===== src/rtl/data_mem_resp.sv =====
// rtl/data_mem_resp.sv - multi-cycle word data memory answering ALU load/store requests
//
// Accepts one request at a time, waits WAIT_CYCLES wait states, then commits
// the word access to an internal 2**ADDR_W x 32 array and presents the result
// on a valid/ready response channel.
//
// Optional build macro: DATA_MEM_BYTE_EN_EN adds req_be[3:0] byte enables.
//
// Ports:
//   clk         in   1   system clock, rising edge
//   rst_n       in   1   asynchronous active-low reset
//   req_valid   in   1   request present
//   req_ready   out  1   high in IDLE only
//   req_addr    in   32  byte address
//   req_wr      in   1   1 = store, 0 = load
//   req_wdata   in   32  store data
//   req_be      in   4   byte enables (DATA_MEM_BYTE_EN_EN builds only)
//   resp_valid  out  1   response present
//   resp_ready  in   1   consumer accepts response
//   resp_rdata  out  32  load data; 0 for stores and errors
//   resp_err    out  1   misaligned or out-of-range request

module data_mem_resp #(
  parameter int ADDR_W      = 6,
  parameter int WAIT_CYCLES = 2
) (
  input  logic        clk,
  input  logic        rst_n,
  input  logic        req_valid,
  output logic        req_ready,
  input  logic [31:0] req_addr,
  input  logic        req_wr,
  input  logic [31:0] req_wdata,
`ifdef DATA_MEM_BYTE_EN_EN
  input  logic [3:0]  req_be,
`endif
  output logic        resp_valid,
  input  logic        resp_ready,
  output logic [31:0] resp_rdata,
  output logic        resp_err
);

  localparam int DEPTH = 1 << ADDR_W;

  // The counter is loaded with the full wait-state count on accept and the
  // access commits on the edge after it reads zero, so a request accepted at
  // edge N shows resp_valid after edge N+WAIT_CYCLES+1 (WAIT_CYCLES=0 included).
  localparam logic [3:0] WAIT_INIT = 4'(WAIT_CYCLES);

  typedef enum logic [1:0] {
    IDLE = 2'd0,
    BUSY = 2'd1,
    RESP = 2'd2
  } state_t;

  state_t state;
  state_t state_nxt;

  logic [3:0]        cnt;
  logic [ADDR_W-1:0] idx_q;
  logic              wr_q;
  logic              err_q;
  logic [31:0]       wdata_q;
  logic [3:0]        be_q;

  logic [31:0] mem [DEPTH];

  logic              accept;
  logic              commit;
  logic              req_err;
  logic [3:0]        req_be_eff;
  logic [31:0]       lane_mask;

`ifdef DATA_MEM_BYTE_EN_EN
  assign req_be_eff = req_be;
`else
  assign req_be_eff = 4'hF;
`endif

  // Any set bit above the word index makes the request an error instead of
  // aliasing onto a lower word.
  assign req_err = (req_addr[1:0] != 2'b00) ||
                   ((req_addr >> (ADDR_W + 2)) != 32'd0);

  assign accept = req_valid && req_ready;

  // Gated by rst_n so a reset overlapping the commit edge never writes.
  assign commit = rst_n && (state == BUSY) && (cnt == 4'd0);

  assign lane_mask = {{8{be_q[3]}}, {8{be_q[2]}}, {8{be_q[1]}}, {8{be_q[0]}}};

  always_ff @(posedge clk or negedge rst_n) begin
    if (!rst_n) begin
      state <= IDLE;
    end else begin
      state <= state_nxt;
    end
  end

  always_comb begin
    state_nxt = state;
    req_ready = 1'b0;
    case (state)
      IDLE: begin
        req_ready = 1'b1;
        if (req_valid) begin
          state_nxt = BUSY;
        end
      end
      BUSY: begin
        if (cnt == 4'd0) begin
          state_nxt = RESP;
        end
      end
      RESP: begin
        if (resp_ready) begin
          state_nxt = IDLE;
        end
      end
      default: begin
        state_nxt = IDLE;
      end
    endcase
  end

  always_ff @(posedge clk or negedge rst_n) begin
    if (!rst_n) begin
      cnt        <= 4'd0;
      idx_q      <= '0;
      wr_q       <= 1'b0;
      err_q      <= 1'b0;
      wdata_q    <= 32'd0;
      be_q       <= 4'd0;
      resp_valid <= 1'b0;
      resp_rdata <= 32'd0;
      resp_err   <= 1'b0;
    end else begin
      if (accept) begin
        cnt     <= WAIT_INIT;
        idx_q   <= req_addr[ADDR_W+1:2];
        wr_q    <= req_wr;
        err_q   <= req_err;
        wdata_q <= req_wdata;
        be_q    <= req_be_eff;
      end else if (state == BUSY && cnt != 4'd0) begin
        cnt <= cnt - 4'd1;
      end

      if (commit) begin
        resp_valid <= 1'b1;
        resp_err   <= err_q;
        if (err_q || wr_q) begin
          resp_rdata <= 32'd0;
        end else begin
          resp_rdata <= mem[idx_q] & lane_mask;
        end
      end else if (state == RESP && resp_ready) begin
        resp_valid <= 1'b0;
        resp_err   <= 1'b0;
        resp_rdata <= 32'd0;
      end
    end
  end

  // Array has no reset: contents are undefined until written.
  always_ff @(posedge clk) begin
    if (commit && wr_q && !err_q) begin
      for (int b = 0; b < 4; b++) begin
        if (be_q[b]) begin
          mem[idx_q][8*b +: 8] <= wdata_q[8*b +: 8];
        end
      end
    end
  end

endmodule

===== config.mk =====
export PLATFORM = sky130hd
export DESIGN_NAME = data_mem_resp
export DESIGN_NICKNAME = d
export VERILOG_FILES = /design/src/rtl/data_mem_resp.sv
export SDC_FILE = /design/constraint.sdc
export NUM_CORES = 2
export LEC_CHECK = 0
export BUFFER_PORTS_ARGS = -buffer_cell sky130_fd_sc_hd__buf_2
export CORE_UTILIZATION = 55
export CTS_CLUSTER_DIAMETER = 50
export DETAILED_ROUTE_END_ITERATION = 8
export PLACE_DENSITY = 0.67
export SYNTH_ARGS = -nofsm -noshare
export SYNTH_HDL_FRONTEND = slang
export SYNTH_SLANG_ARGS = --single-unit

===== constraint.sdc =====
create_clock -name clk -period 9 [get_ports clk]
set_input_delay 0 -clock clk [delete_from_list [all_inputs] [get_ports clk]]
set_output_delay 0 -clock clk [all_outputs]
set_load 0.05 [all_outputs]

Word level (Yosys, flattened, before mapping)
Memories as Yosys holds them, arrays and structs flattened. Index checks and enable logic that the tools add are counted.

Bits in registers: 81. Bits in writable memories: 2048. Memories kept: 1. Bits of input ports: 69.

Bitwise gates (word level): 1. $add $sub $neg: 1. Muxes and demuxes: 25. Equal/unequal tests: 5. Reductions and logical operators: 18.

Memories: mem (depth 64, width 32, read ports 1, clocked after Yosys merged registers in 0, write ports 1, line 66) `logic [31:0] mem [DEPTH];`.

Operator list (count): 2-to-1 mux 32 bit (3); bitwise AND 32 bit (1); nonzero test 32 bit (1); 2-to-1 mux 1 bit (16); 2-to-1 mux 4 bit (2); logical AND 1 bit (7); 2-to-1 mux 2 bit (3); inequality test 2 bit, second input constant (3); one-hot mux 2 bit (3 select lines) (1); nonzero test 2 bit (3); logical NOT 4 bit (1); nonzero test 4 bit (1); subtractor 4 x 1 -> 4 bit, second input constant (1); AND reduction 3 bit (1); == test 2 x 1 -> 1 bit, second input constant (1); == test 2 bit, second input constant (1); logical NOT 2 bit (1); logical OR 1 bit (2); logical NOT 1 bit (1).

Logic depth before layout (Yosys ltp)
Depth after elaboration: 7. Gate-level depth with buffers: 10. Mapped depth without buffers: 7.

Least setup slack after synthesis
No wires, ideal clock.

Path type: reg-to-reg. Start point: register cnt[0]. End point: memory mem[27][0] (enable). Buffers on the path: 1. Required time: 8.579 ns. Clock period less this slack: 3.497 ns. Stages on the path, launching flop included: 9. Arrival: 3.076 ns. Library setup time: 0.421 ns. Setup slack: 5.503 ns. Path through: dfrtp_1 -> inv_1 -> ha_1 -> nor3b_1 -> and3_1 -> clkbuf_1 -> and4b_1 -> nand3_1 -> nor2_1.

Word-level cells in the longest chain between the ends: 6.

Ends and longest elaborated chain: from (decl) (line 59) `logic [3:0] cnt;`; from (signal assigned) (line 146) `cnt <= cnt - 4'd1;`; logical NOT 4 bit (line 88) `assign commit = rst_n && (state == BUSY) && (cnt == 4'd0);`; logical AND 1 bit (line 88); logical AND 1 bit (2 in series) (line 167) `if (commit && wr_q && !err_q) begin`; 2-to-1 mux 1 bit (line 167); 2-to-1 mux 1 bit (not written as such) (line 170) `mem[idx_q][8*b +: 8] <= wdata_q[8*b +: 8];`; to (decl) (line 66).

No other way between the ends.

Worst setup path in the final report
Start point: register idx_q[0]. End point: register resp_rdata[24].

Word-level cells in the longest chain between the ends: 4.

Ends and longest elaborated chain: from (decl) (line 60) `logic [ADDR_W-1:0] idx_q;`; from (signal assigned) (line 140) `idx_q <= req_addr[ADDR_W+1:2];`; memory read (64 x 32 bit); bitwise AND 32 bit (line 155) `resp_rdata <= mem[idx_q] & lane_mask;`; 2-to-1 mux 32 bit (line 152) `if (err_q || wr_q) begin`; 2-to-1 mux 32 bit (line 149) `if (commit) begin`; to (signal assigned) (line 155); to (decl) (line 39) `output logic [31:0] resp_rdata,`.

No other way between the ends. A chain may end at the register's enable or synchronous reset.

==> flow_summary.json <==
{
  "status": "complete, no violations",
  "io-pin-count": 104,
  "regArea_sq_mm": 0.0636,
  "synth.most_common_cell": "edfxtp_1",
  "vias_per_cell": 6.66,
  "setup_ws_ns": 4.21,
  "dr.first_iter.drc_count": 5668,
  "cts_resized": 0,
  "slew_headroom_pct": 10.0,
  "rr_endpoint": "resp_rdata[24]",
  "cts_buffers": 207,
  "crit_start": "idx_q[0]",
  "gp_congestion": 0.834,
  "multi_input_area_sq_mm": 0.0162,
  "final_nets": 4019,
  "setup_tns_ns": 0,
  "clock_path_buffers": 3,
  "startpoint_type": "flop",
  "coreArea_sq_mm": 0.144,
  "synthTopCellsByArea": "edfxtp_1 (77%), mux4_2 (14%), dfrtp_1 (2.5%)",
  "powerDensity_mw_per_mm2": 311,
  "first_global_vias": 40500,
  "hold_slack_ns": 0.0408,
  "slowest_stage": "dfrtp_4",
  "r2r_setup_slack_ns": 4.21,
  "dr.pass1.iters": 6,
  "yosysSeqAreaShare_pct": 79.2,
  "synth_fp_nets": 3631,
  "io_buffer_count": 103,
  "routedWlPerCell_microns": 34.9,
  "drcViolationCount": 0,
  "maxCapViolCount": 0,
  "skew_ns": 0.0370,
  "ys_types": 52,
  "hpwlAfterDp_mm": 106,
  "clock.fmax_ghz": 0.209,
  "hold_end": "state[1]",
  "area_growth_pct": 14.9,
  "hp-class": "in -> reg",
  "worstSetupEndpointType": "flop",
  "cts_tree": "yes",
  "yosys.area.top_type": "edfxtp_1",
  "drv_slew": 0,
  "reg2reg_depth": 7,
  "row_count": 139,
  "r2r_start": "idx_q[0]",
  "vdd_drop_max_uv": 285,
  "worst-path-max-fanout": 44,
  "vias": 40200,
  "worst-endpoint-required_ns": 9.68,
  "initial_core_util_pct": 55.6,
  "synth_top_area_share_pct": 76.7,
  "cp_slowest_stage_delay_ns": 0.94,
  "crit_top_cell": "buf_4",
  "clk_latency_ns": 0.84,
  "crit_arrival_ns": 5.47,
  "synth_edf_count": 2048,
  "p_leak_uw": 0.0290,
  "grt_first_pass_wirelength_mm": 299,
  "synth_ff_type": "edfxtp_1",
  "synth_warnings": 0,
  "ys_ff_latch": 2129,
  "timing_hold_violations_final": 0,
  "synth_top_cells_by_count": "edfxtp_1 (2,048), mux4_2 (506), a22oi_1 (244), nand2_1 (172), nor2_1 (107)",
  "rsz0062_at_grt": "false",
  "clk_pin_slew_ns": 0.06,
  "antenna_found_initial": 13,
  "hold_start": "resp_ready",
  "dieHeight_microns": 384,
  "fillers": 9249,
  "path_cells": "buf_4 > buf_4 > mux4_2 > a22oi_1 > nand4_1 > nor2_1 > o21ai_1",
  "worstSetupPathType": "reg -> reg",
  "finalCritPeriodShare_pct": 53.3,
  "overflow": 0,
  "totalWireLength_mm": 211,
  "hold_depth": 4,
  "grt_max_degree": 139,
  "die_area_sq_mm": 0.147,
  "postSynthCellCount": 3561,
  "die_w_microns": 384,
  "antenna_left": 0,
  "worst_pin_slew_ns": 1.35,
  "grt_usage_pct": 29.1,
  "async_reset_ff_share_pct": 3.80,
  "dp_slack_ns": 4.15,
  "avgSynthCellArea_sq_um": 22.5,
  "setup_viol": 0,
  "htree_num_levels": 4,
  "post-route-util_pct": 63.9,
  "clockRootBuffer": "clkbuf_16",
  "syn-cell-area_sq_mm": 0.0802,
  "finalCriticalPeriod_ns": 4.79,
  "drive_gt1_share_pct": 28.1,
  "clkSinkCount": 2129
}
## stage by stage
step | std cells | total power, uW | area, sq um
after CTS | 6030 | 28600 | 92100
final | 6034 | 28700 | 92100
after floorplan | 3561 | 17400 | 80200
after global routing | 6031 | 29500 | 92100
after global placement | 5488 | 19800 | 83700
after detailed placement | 5488 | 19900 | 83700
## how the worst max path moves through the flow
stage	cells after the start	slack, ns	end
5_1_grt	7	3.85	resp_rdata[24]
2_1_floorplan	8	5.50	mem[27][0]
3_3_place_gp	7	4.15	resp_rdata[12]
6_report	7	4.21	resp_rdata[24]
4_1_cts	7	4.17	resp_rdata[12]
3_5_place_dp	7	4.15	resp_rdata[12]
## sequential cells by signal, indices dropped and copies added (netlist names)
| name | flops |
|---|---|
| cnt | 4 |
| wr_q | 1 |
| idx_q | 6 |
| err_q | 1 |
| resp_err | 1 |
| resp_rdata | 32 |
| be_q | 1 |
| mem | 2048 |
| wdata_q | 32 |
| resp_valid | 1 |
| state | 2 |
## layer usage
| metal | GRT usage, % | wire (microns) |
|---|---|---|
| met1 | 41.2 | 80300 |
| met2 | 45.6 | 101000 |
| met3 | 6.59 | 22200 |
| met4 | 9.61 | 7030 |
| met5 | 0 | 39 |
## cell families after synthesis
| group | synth area share (%) |
|---|---|
| flip-flops | 79.2 |
| XOR/XNOR | 0.0328 |
| multiplexers | 14.3 |
| adder cells (fa/ha/maj) | 0.0156 |
| AO/OA/AOI/OAI | 2.75 |
| AND/OR/NAND/NOR | 2.37 |
| buffers and inverters | 1.26 |
## area by class of cell
| cell class | count | share of cell area (%) |
|---|---|---|
| Sequential cell | 2129 | 69.0 |
| Multi-Input combinational cell | 1224 | 17.6 |
| Clock buffer | 272 | 6.27 |
| Timing Repair Buffer | 383 | 3.35 |
| Tap cell | 1903 | 2.58 |
| Clock inverter | 115 | 1.16 |
| Inverter | 4 | 0.0163 |
| Antenna cell | 4 | 0.0109 |
## repair_timing
item,4_1_cts,5_1_grt
hold endpoints to repair,126,0
setup buffers,0,0
hold buffers,155,0
## cell usage in the layout, fill, tap and decap left out, drive strengths merged, types with 10 or more instances in the layout
cell type / netlist / final
buf: 133 / 229
nand2: 172 / 172
edfxtp: 2048 / 2048
nor2: 107 / 107
dlygate4sd3: 0 / 154
dfrtp: 81 / 81
mux4: 506 / 506
bufinv: 0 / 19
clkbuf: 71 / 272
nand4: 62 / 62
clkinv: 0 / 84
a22oi: 244 / 244
o21ai: 33 / 33
inv: 4 / 10
## power breakdown
part	total, uW	internal [uW]	switching [uW]
logic	6760	2590	4160
registers	13200	12400	850
clock network	8690	5050	3640
total	28700	20000	8660
## worst max-delay path: cells and delay by family (launching register included)
| family | cells | cell delay (ns) |
|---|---|---|
| buf+inv | 2 | 1.62 |
| simple gates | 2 | 1.01 |
| flops | 1 | 0.94 |
| mux | 1 | 0.59 |
| compound gates | 2 | 0.32 |
(Power assumes the default switching activity.)
